<file path="src/rtl/cpu_pkg.sv">
// Shared datapath constants: result destination codes and write-back FSM states.
// Destination codes are also decoded by the ALU operand-select logic.
package cpu_pkg;

  localparam logic [1:0] DST_REGA = 2'b00;
  localparam logic [1:0] DST_REGB = 2'b01;
  localparam logic [1:0] DST_MEM  = 2'b10;
  localparam logic [1:0] DST_NONE = 2'b11;

  typedef enum logic {
    ST_IDLE   = 1'b0,
    ST_MEM_WR = 1'b1
  } wb_state_t;

endpackage

</file>
<file path="src/rtl/wb_timeout_cnt.sv">
// Clear/enable cycle counter; expired is asserted on the enabled edge at which the
// count would reach LIMIT, so the owner can abort on that same edge.
module wb_timeout_cnt #(
  parameter int LIMIT = 15
) (
  input  logic clk,
  input  logic rst_n,
  input  logic clr,
  input  logic en,
  output logic expired
);

  localparam int CNT_W = $clog2(LIMIT + 1);
  localparam logic [CNT_W-1:0] LAST = CNT_W'(LIMIT - 1);

  logic [CNT_W-1:0] cnt_reg;

  always_ff @(posedge clk or negedge rst_n) begin
    if (!rst_n) begin
      cnt_reg <= '0;
    end else if (clr) begin
      cnt_reg <= '0;
    end else if (en) begin
      cnt_reg <= cnt_reg + CNT_W'(1);
    end
  end

  assign expired = en && (cnt_reg == LAST);

endmodule

</file>
<file path="src/rtl/alu_result_writeback.sv">
// ALU result write-back: routes accepted results to reg A, reg B or data memory
// (req/ack with timeout abort). Status flags are built only with ALU_WB_FLAGS_EN defined.
module alu_result_writeback
  import cpu_pkg::*;
#(
  parameter int DATA_W      = 8,
  parameter int ADDR_W      = 4,
  parameter int ACK_TIMEOUT = 15
) (
  input  logic              clk,
  input  logic              rst_n,
  input  logic              res_valid,
  output logic              res_ready,
  input  logic [DATA_W-1:0] res_data,
  input  logic              res_carry,
  input  logic [1:0]        dst_sel,
  input  logic [ADDR_W-1:0] dst_addr,
  output logic              mem_req,
  input  logic              mem_ack,
  output logic [ADDR_W-1:0] mem_addr,
  output logic [DATA_W-1:0] mem_wdata,
  output logic [DATA_W-1:0] reg_a,
  output logic [DATA_W-1:0] reg_b,
  output logic              err_timeout,
  input  logic              err_clr,
  output logic              flag_z,
  output logic              flag_n,
  output logic              flag_c
);

  wb_state_t state_reg, state_next;
  logic      accept;
  logic      in_mem_wr;
  logic      timeout_hit;

  assign res_ready = (state_reg == ST_IDLE);
  assign in_mem_wr = (state_reg == ST_MEM_WR);
  assign accept    = res_valid && res_ready;

  // Counting stops on an ack edge, so an ack coinciding with expiry never flags an error.
  wb_timeout_cnt #(
    .LIMIT(ACK_TIMEOUT)
  ) u_timeout (
    .clk    (clk),
    .rst_n  (rst_n),
    .clr    (!in_mem_wr),
    .en     (in_mem_wr && !mem_ack),
    .expired(timeout_hit)
  );

  always_ff @(posedge clk or negedge rst_n) begin
    if (!rst_n) begin
      state_reg <= ST_IDLE;
    end else begin
      state_reg <= state_next;
    end
  end

  always_comb begin
    state_next = state_reg;
    case (state_reg)
      ST_IDLE: begin
        if (accept && (dst_sel == DST_MEM)) begin
          state_next = ST_MEM_WR;
        end
      end
      ST_MEM_WR: begin
        if (mem_ack || timeout_hit) begin
          state_next = ST_IDLE;
        end
      end
      default: state_next = ST_IDLE;
    endcase
  end

  always_ff @(posedge clk or negedge rst_n) begin
    if (!rst_n) begin
      reg_a     <= '0;
      reg_b     <= '0;
      mem_addr  <= '0;
      mem_wdata <= '0;
      mem_req   <= 1'b0;
    end else begin
      if (accept) begin
        case (dst_sel)
          DST_REGA: reg_a <= res_data;
          DST_REGB: reg_b <= res_data;
          DST_MEM: begin
            mem_addr  <= dst_addr;
            mem_wdata <= res_data;
            mem_req   <= 1'b1;
          end
          default: ;
        endcase
      end
      if (in_mem_wr && (mem_ack || timeout_hit)) begin
        mem_req <= 1'b0;
      end
    end
  end

  // A fresh abort outranks a clear arriving on the same edge.
  always_ff @(posedge clk or negedge rst_n) begin
    if (!rst_n) begin
      err_timeout <= 1'b0;
    end else if (timeout_hit) begin
      err_timeout <= 1'b1;
    end else if (err_clr) begin
      err_timeout <= 1'b0;
    end
  end

`ifdef ALU_WB_FLAGS_EN
  logic flag_z_reg, flag_n_reg, flag_c_reg;

  always_ff @(posedge clk or negedge rst_n) begin
    if (!rst_n) begin
      flag_z_reg <= 1'b0;
      flag_n_reg <= 1'b0;
      flag_c_reg <= 1'b0;
    end else if (accept) begin
      flag_z_reg <= (res_data == '0);
      flag_n_reg <= res_data[DATA_W-1];
      flag_c_reg <= res_carry;
    end
  end

  assign flag_z = flag_z_reg;
  assign flag_n = flag_n_reg;
  assign flag_c = flag_c_reg;
`else
  logic carry_unused;
  assign carry_unused = res_carry;
  assign flag_z = 1'b0;
  assign flag_n = 1'b0;
  assign flag_c = 1'b0;
`endif

endmodule

</file>
<file path="config.mk">
export PLATFORM = sky130hd
export DESIGN_NAME = alu_result_writeback
export DESIGN_NICKNAME = d
export VERILOG_FILES = /design/src/rtl/cpu_pkg.sv /design/src/rtl/wb_timeout_cnt.sv /design/src/rtl/alu_result_writeback.sv
export SDC_FILE = /design/constraint.sdc
export NUM_CORES = 1
export LEC_CHECK = 0
export BUFFER_PORTS_ARGS = -buffer_cell sky130_fd_sc_hd__buf_2
export CAP_MARGIN = 20
export CORE_MARGIN = 5
export CORE_UTILIZATION = 50
export CTS_CLUSTER_SIZE = 30
export DETAILED_ROUTE_END_ITERATION = 16
export PLACE_DENSITY_LB_ADDON = 0.12
export SYNTH_ARGS = -nofsm -noshare
export SYNTH_HDL_FRONTEND = slang
export SYNTH_HIERARCHICAL = 1
export SYNTH_SLANG_ARGS = --single-unit
export TNS_END_PERCENT = 30
</file>
<file path="constraint.sdc">
create_clock -name clk -period 2.33 [get_ports clk]
set_input_delay 0 -clock clk [delete_from_list [all_inputs] [get_ports clk]]
set_output_delay 0 -clock clk [all_outputs]
set_load 0.01 [all_outputs]
</file>
==> results of run 1 <==
==> layer usage <==
metal,part of all wire (%),wire length (um),vias up
li1,-,-,465
met1,38,1100,455
met2,50,1450,34
met3,9.9,284,7
met4,1.4,39,0
met5,0,0,-
==> per-stage QoR <==
| step | hold WS (ns) | cells | power, mW |
|---|---|---|---|
| 2_1_floorplan | -0.296 | 98 | 0.982 |
| 3_3_place_gp | 0.102 | 173 | 1.14 |
| 3_5_place_dp | 0.106 | 173 | 1.16 |
| 4_1_cts | 0.119 | 196 | 1.63 |
| 5_1_grt | 0.123 | 196 | 1.71 |
| 6_report | 0.135 | 196 | 1.61 |
==> where the power goes <==
| group | switching (mW) | internal (mW) | total, mW |
|---|---|---|---|
| combinational | 0.176 | 0.203 | 0.379 |
| clock | 0.193 | 0.253 | 0.446 |
| sequential | 0.0573 | 0.723 | 0.781 |
| total | 0.426 | 1.18 | 1.61 |
==> timing repair <==
action / CTS / global route
endpoints found under the hold margin: 65 / 0
setup buffers: 0 / 0
hold buffers: 15 / 0
setup endpoints to repair: 0 / 0
==> cell families after synthesis <==
family	count (synthesis)	synth area share (%)
flip-flops	35	60.5
adder cells (fa/ha/maj)	2	1.73
AND/OR/NAND/NOR	13	7.17
multiplexers	29	22.8
AO/OA/AOI/OAI	6	3.11
buffers and inverters	9	3.80
other	1	0.259
XOR/XNOR	1	0.605
==> how the worst max path moves through the flow <==
stage,cells after the start,slack [ns],start,end
after global routing,5,0.47,in_mem_wr,in_mem_wr
after detailed placement,5,0.61,in_mem_wr,in_mem_wr
after CTS,5,0.59,in_mem_wr,in_mem_wr
after global placement,5,0.64,in_mem_wr,in_mem_wr
final,5,0.59,in_mem_wr,in_mem_wr
after floorplan,5,0.87,in_mem_wr,in_mem_wr
==> synthesized netlist by cell type (all sizes together) <==
cell    instances
dfrtp          35
mux2           29
buf             6
nor2            4
inv             3
a21o            2
a21oi           2
ha              2
a21bo           1
and4            1
and4bb          1
conb            1
nand2b          1
nand3b          1
nand4           1
nor2b           1
nor4b           1
nor4bb          1
o22a            1
or2b            1
xnor2           1
==> critical path, delay by kind of cell, from the launching register on <==
family          cells  cell delay, ns
buf+inv             1            0.20
simple gates        3            0.73
compound gates      1            0.20
flops               1            0.51
==> final cells by class <==
| type | count | area (sq um) | share of cell area, % |
|---|---|---|---|
| multi-input combinational | 54 | 539 | 27.6 |
| sequential | 35 | 876 | 44.8 |
| tap | 31 | 38.8 | 1.98 |
| clock inverter | 2 | 35.0 | 1.79 |
| inverter | 3 | 11.3 | 0.576 |
| clock buffer | 6 | 51.3 | 2.62 |
| timing repair buffer | 65 | 403 | 20.6 |
==> flow_summary.toml, run 1 <==
[timing]
worst-slew-pin-transition_ns = 0.743
fin_tns_setup_ns = 0
finalCritPeriodShare_pct = 74.6
slew_viol_final = 0
layout_min_cycle_time_ns = 1.74
fin_skew_ns = 0.00431
setup_viol = 0
worst_slack_ns = 0.592
maxSlewHeadroom_pct = 50.5
rsz0062_at_grt = "no"
fmax_ghz = 0.575
final_hold_viol_count = 0

[worst_setup_path]
r2r_slack_ns = 0.59
slowest_stage = "dfrtp_1"
reg2reg_depth = 5
endpoint_kind = "flip-flop"
arrival_ns = 1.97
path_common_cell = "nor2_1"
worstPathRequired_ns = 2.56
slowest_delay_ns = 0.51
r2r_end = "in_mem_wr"
cp_max_fo = 8
timing.rr.start = "in_mem_wr"
crit_type = "reg -> reg"
worst_setup_path_start_kind = "flip-flop"
crit_chain = "inv_1 > nor2_1 > and4_1 > nor2_1 > a21o_2"

[clock_network]
cts.path.max_buffers = 2
cts_tree = "yes"
clock-sinks = 35
cts_resized = 0
cts_root_buf = "clkbuf_4"
clk_pin_slew_ns = 0.10
h-tree-depth = 2
numCtsBuffers = 5
clk_latency_ns = 0.33

[place]
gp_congestion = 0.628
dp_hpwl_um = 1980
numPortBuffers = 49
place_ws_ns = 0.614
dpl_cell_area_sq_um = 1720

[final_layout]
final_nets = 186
layout_commonest_cell = "buf_2"
reg.largest.list = "mem_wdata x8, reg_a x8, reg_b x8"
n_fill_cell = 198
layout-drive-gt1-share_pct = 55.8
area_growth_pct = 35.0
final_cell_mix = "buf_2 (49), dfrtp_1 (35), mux2_2 (28), dlygate4sd3_1 (15), clkbuf_4 (5)"
antenna_cells = 0
fin_area_sq_um = 1950
final_util_pct = 70.9

[synthesis]
syn_area_per_cell_sq_um = 15.1
synth_area_sq_um = 1450
synth.area.top_cells = "dfrtp_1 (61%), mux2_2 (22%), ha_1 (1.7%)"
netlist.area_leader.share_pct = 60.5
synth_seq_cells = 35
yosysWarnings = 6
netlist_instances = 96
synth_seq_area_share_pct = 60.5
synthDistinctLibCells = 25
synth.largest_area_cell = "dfrtp_1"

[global_route]
met1_usage_pct = 17.7
grt_pass1_vias = 1040
grt_use_met2_pct = 25.8
grt_busiest_layer = "met2"
track_usage_pct = 15.8
antenna_found_initial = 0
use_met3_pct = 8.06
grt_pass1_wl_um = 4980
grt_max_degree = 36
overflow = 0

[worst_hold_path]
hold_path.class = "in -> reg"
whs_endpoint = "reg_a[1]"
hold_start = "dst_sel[1]"
hold_depth = 3

[outcome]
status = "finished, final reports clean"

[floorplanning]
die_h_um = 63.8
die_area_sq_um = 4070
row_count = 19
die_w_um = 63.8
coreArea_sq_um = 2760
initial_utilization_pct = 52.5
ios = 54

[detailed_routing]
drtIter0Drc = 20
route.vias.total = 961
dr.pass1.iters = 4
wl_per_cell_um = 14.7
drcViolationCount = 0
drt-total-wl_um = 2880
avgViaCountPerCell = 4.90
ant_nets = 0

[flow_run]
maxCapViolCount = 0

[power_and_ir_drop]
p_per_area_nw_per_um2 = 822
p_leak_nw = 0.951
peakVddDrop_v = 0.000652
Power figures use the tool's default switching activity.
==> inputs of run 2 (changes only) <==
--- a/config.mk
+++ b/config.mk
@@ -8,7 +8,7 @@
 export BUFFER_PORTS_ARGS = -buffer_cell sky130_fd_sc_hd__buf_2
 export CAP_MARGIN = 20
 export CORE_MARGIN = 5
-export CORE_UTILIZATION = 50
+export CORE_UTILIZATION = 43
 export CTS_CLUSTER_SIZE = 30
 export DETAILED_ROUTE_END_ITERATION = 16
 export PLACE_DENSITY_LB_ADDON = 0.12
==> constraint.sdc (replaced) <==
create_clock -name clk -period 1.45 [get_ports clk]
set_input_delay 0 -clock clk [delete_from_list [all_inputs] [get_ports clk]]
set_output_delay 0 -clock clk [all_outputs]
set_load 0.01 [all_outputs]
==> run 2 against run 1 <==
  * Clock skew up 0.0032 ns
  * Worst setup slack got worse by 0.57 ns
  * Critical path depth is 2 lower
  * Combinational power is 81% higher
  * Sequential power up 61%
  * Sequential share of layout area decreased by 2.6 points
  * Clock power up 29%
  * Register-to-register slack got worse by 0.57 ns
  * Wire length is 9.4% higher
  * Global-route usage decreased by 0.90 points
  * Die area increased by 14%
==> flow_summary.toml, run 2 (synthesis results as in run 1) <==
[final_layout]
final_cell_mix = "buf_2 (49), dfrtp_1 (34), mux2_4 (16), dlygate4sd3_1 (14), mux2_2 (13)"
layout_commonest_cell = "buf_2"
area_growth_pct = 43.6
stdcell_count = 216
antenna_cells = 0
layout-drive-gt1-share_pct = 58.2
final_nets = 191
reg.largest.list = "mem_wdata x8, reg_a x8, reg_b x8"
fin_area_sq_um = 2080
final_util_pct = 62.8

[detailed_routing]
drtIter0Drc = 28
drcViolationCount = 0
ant_nets = 0
avgViaCountPerCell = 4.67
route.vias.total = 1009
dr.pass1.iters = 2
wl_per_cell_um = 14.6
drt-total-wl_um = 3150

[place]
dpl_cell_area_sq_um = 1800
dp_hpwl_um = 2250
gp_congestion = 0.724
place_ws_ns = -0.0229
numPortBuffers = 49
post-place-cells = 194

[timing]
slew_viol_final = 0
fin_skew_ns = 0.00749
layout_min_cycle_time_ns = 1.43
finalCritPeriodShare_pct = 98.4
rsz0062_at_grt = "yes"
setup_viol = 0
fin_tns_setup_ns = 0
fmax_ghz = 0.701
final_hold_viol_count = 0
whs_ns = 0.0471
worst_slack_ns = 0.0232

[power_and_ir_drop]
p_per_area_nw_per_um2 = 1220
total_power_mw = 2.53
peakVddDrop_v = 0.000718
p_leak_nw = 1.02

[clock_network]
cts_tree = "yes"
cts_setup_buffers = 0
cts.path.max_buffers = 2
numCtsBuffers = 5
clock-sinks = 35
clk_pin_slew_ns = 0.10
h-tree-depth = 2
cts_root_buf = "clkbuf_4"
clk_latency_ns = 0.31

[worst_setup_path]
cp_max_fo = 7
arrival_ns = 1.63
worstPathRequired_ns = 1.66
endpoint_kind = "flip-flop"
crit_type = "reg -> reg"
worst_setup_path_start_kind = "flip-flop"

[floorplanning]
coreArea_sq_um = 3310
initial_utilization_pct = 43.7
row_count = 21
die_h_um = 68.0
die_w_um = 68.0
ios = 54
die_area_sq_um = 4630

[outcome]
status = "finished, final reports clean"

[global_route]
overflow = 0
antenna_found_initial = 0
grt_pass1_wl_um = 4980
track_usage_pct = 14.9
grt_pass1_vias = 1086
grt_max_degree = 19

[flow_run]
maxCapViolCount = 0

[worst_hold_path]
hold_path.class = "in -> reg"
run 2: timing repair:
item                                    in CTS  in global routing
pin swaps                                    0                  2
hold buffers                                14                  0
resized for setup                            1                 19
gates cloned                                 0                  0
hold endpoints to repair                    64                  0
endpoints found under the setup margin      23                 26
run 2: critical path: stages, from the launching register on:
cell and delay [ns]:
dfrtp_2 0.47, nor4bb_4 0.33, buf_6 0.19, mux2_2 0.33
run 2: layout make-up:
cell class | instances | area (sq um)
timing repair buffer | 70 | 462
tap | 46 | 57.6
sequential | 35 | 877
inverter | 3 | 11.3
multi-input combinational | 54 | 602
clock buffer | 8 | 68.8
fill | 265 | 1230
run 2: final timing paths:
check                           slack, ns   startpoint            to  cells after the start
worst max-delay path                 0.02    in_mem_wr  mem_wdata[4]                      3
worst min-delay path                 0.05      mem_ack       mem_req                      3
worst max register to register       0.02    in_mem_wr  mem_wdata[4]                      3
worst min register to register       0.49  err_timeout   err_timeout                      1
max in group asynchronous            0.86        rst_n      reg_a[6]                      3
min in group asynchronous            0.15        rst_n  mem_wdata[0]                      2
run 2: power breakdown:
part | internal (mW) | switching (mW) | total (mW)
Sequential | 1.16 | 0.0983 | 1.26
Combinational | 0.396 | 0.291 | 0.687
Clock | 0.285 | 0.292 | 0.577
run 2: metal layers:
layer / GRT usage (%) / share of wire [%]
met1: 17.5 / 44
met2: 25.2 / 50
met4: 3.97 / 0.44
met3: 5.91 / 5.6
met5: 0 / 0
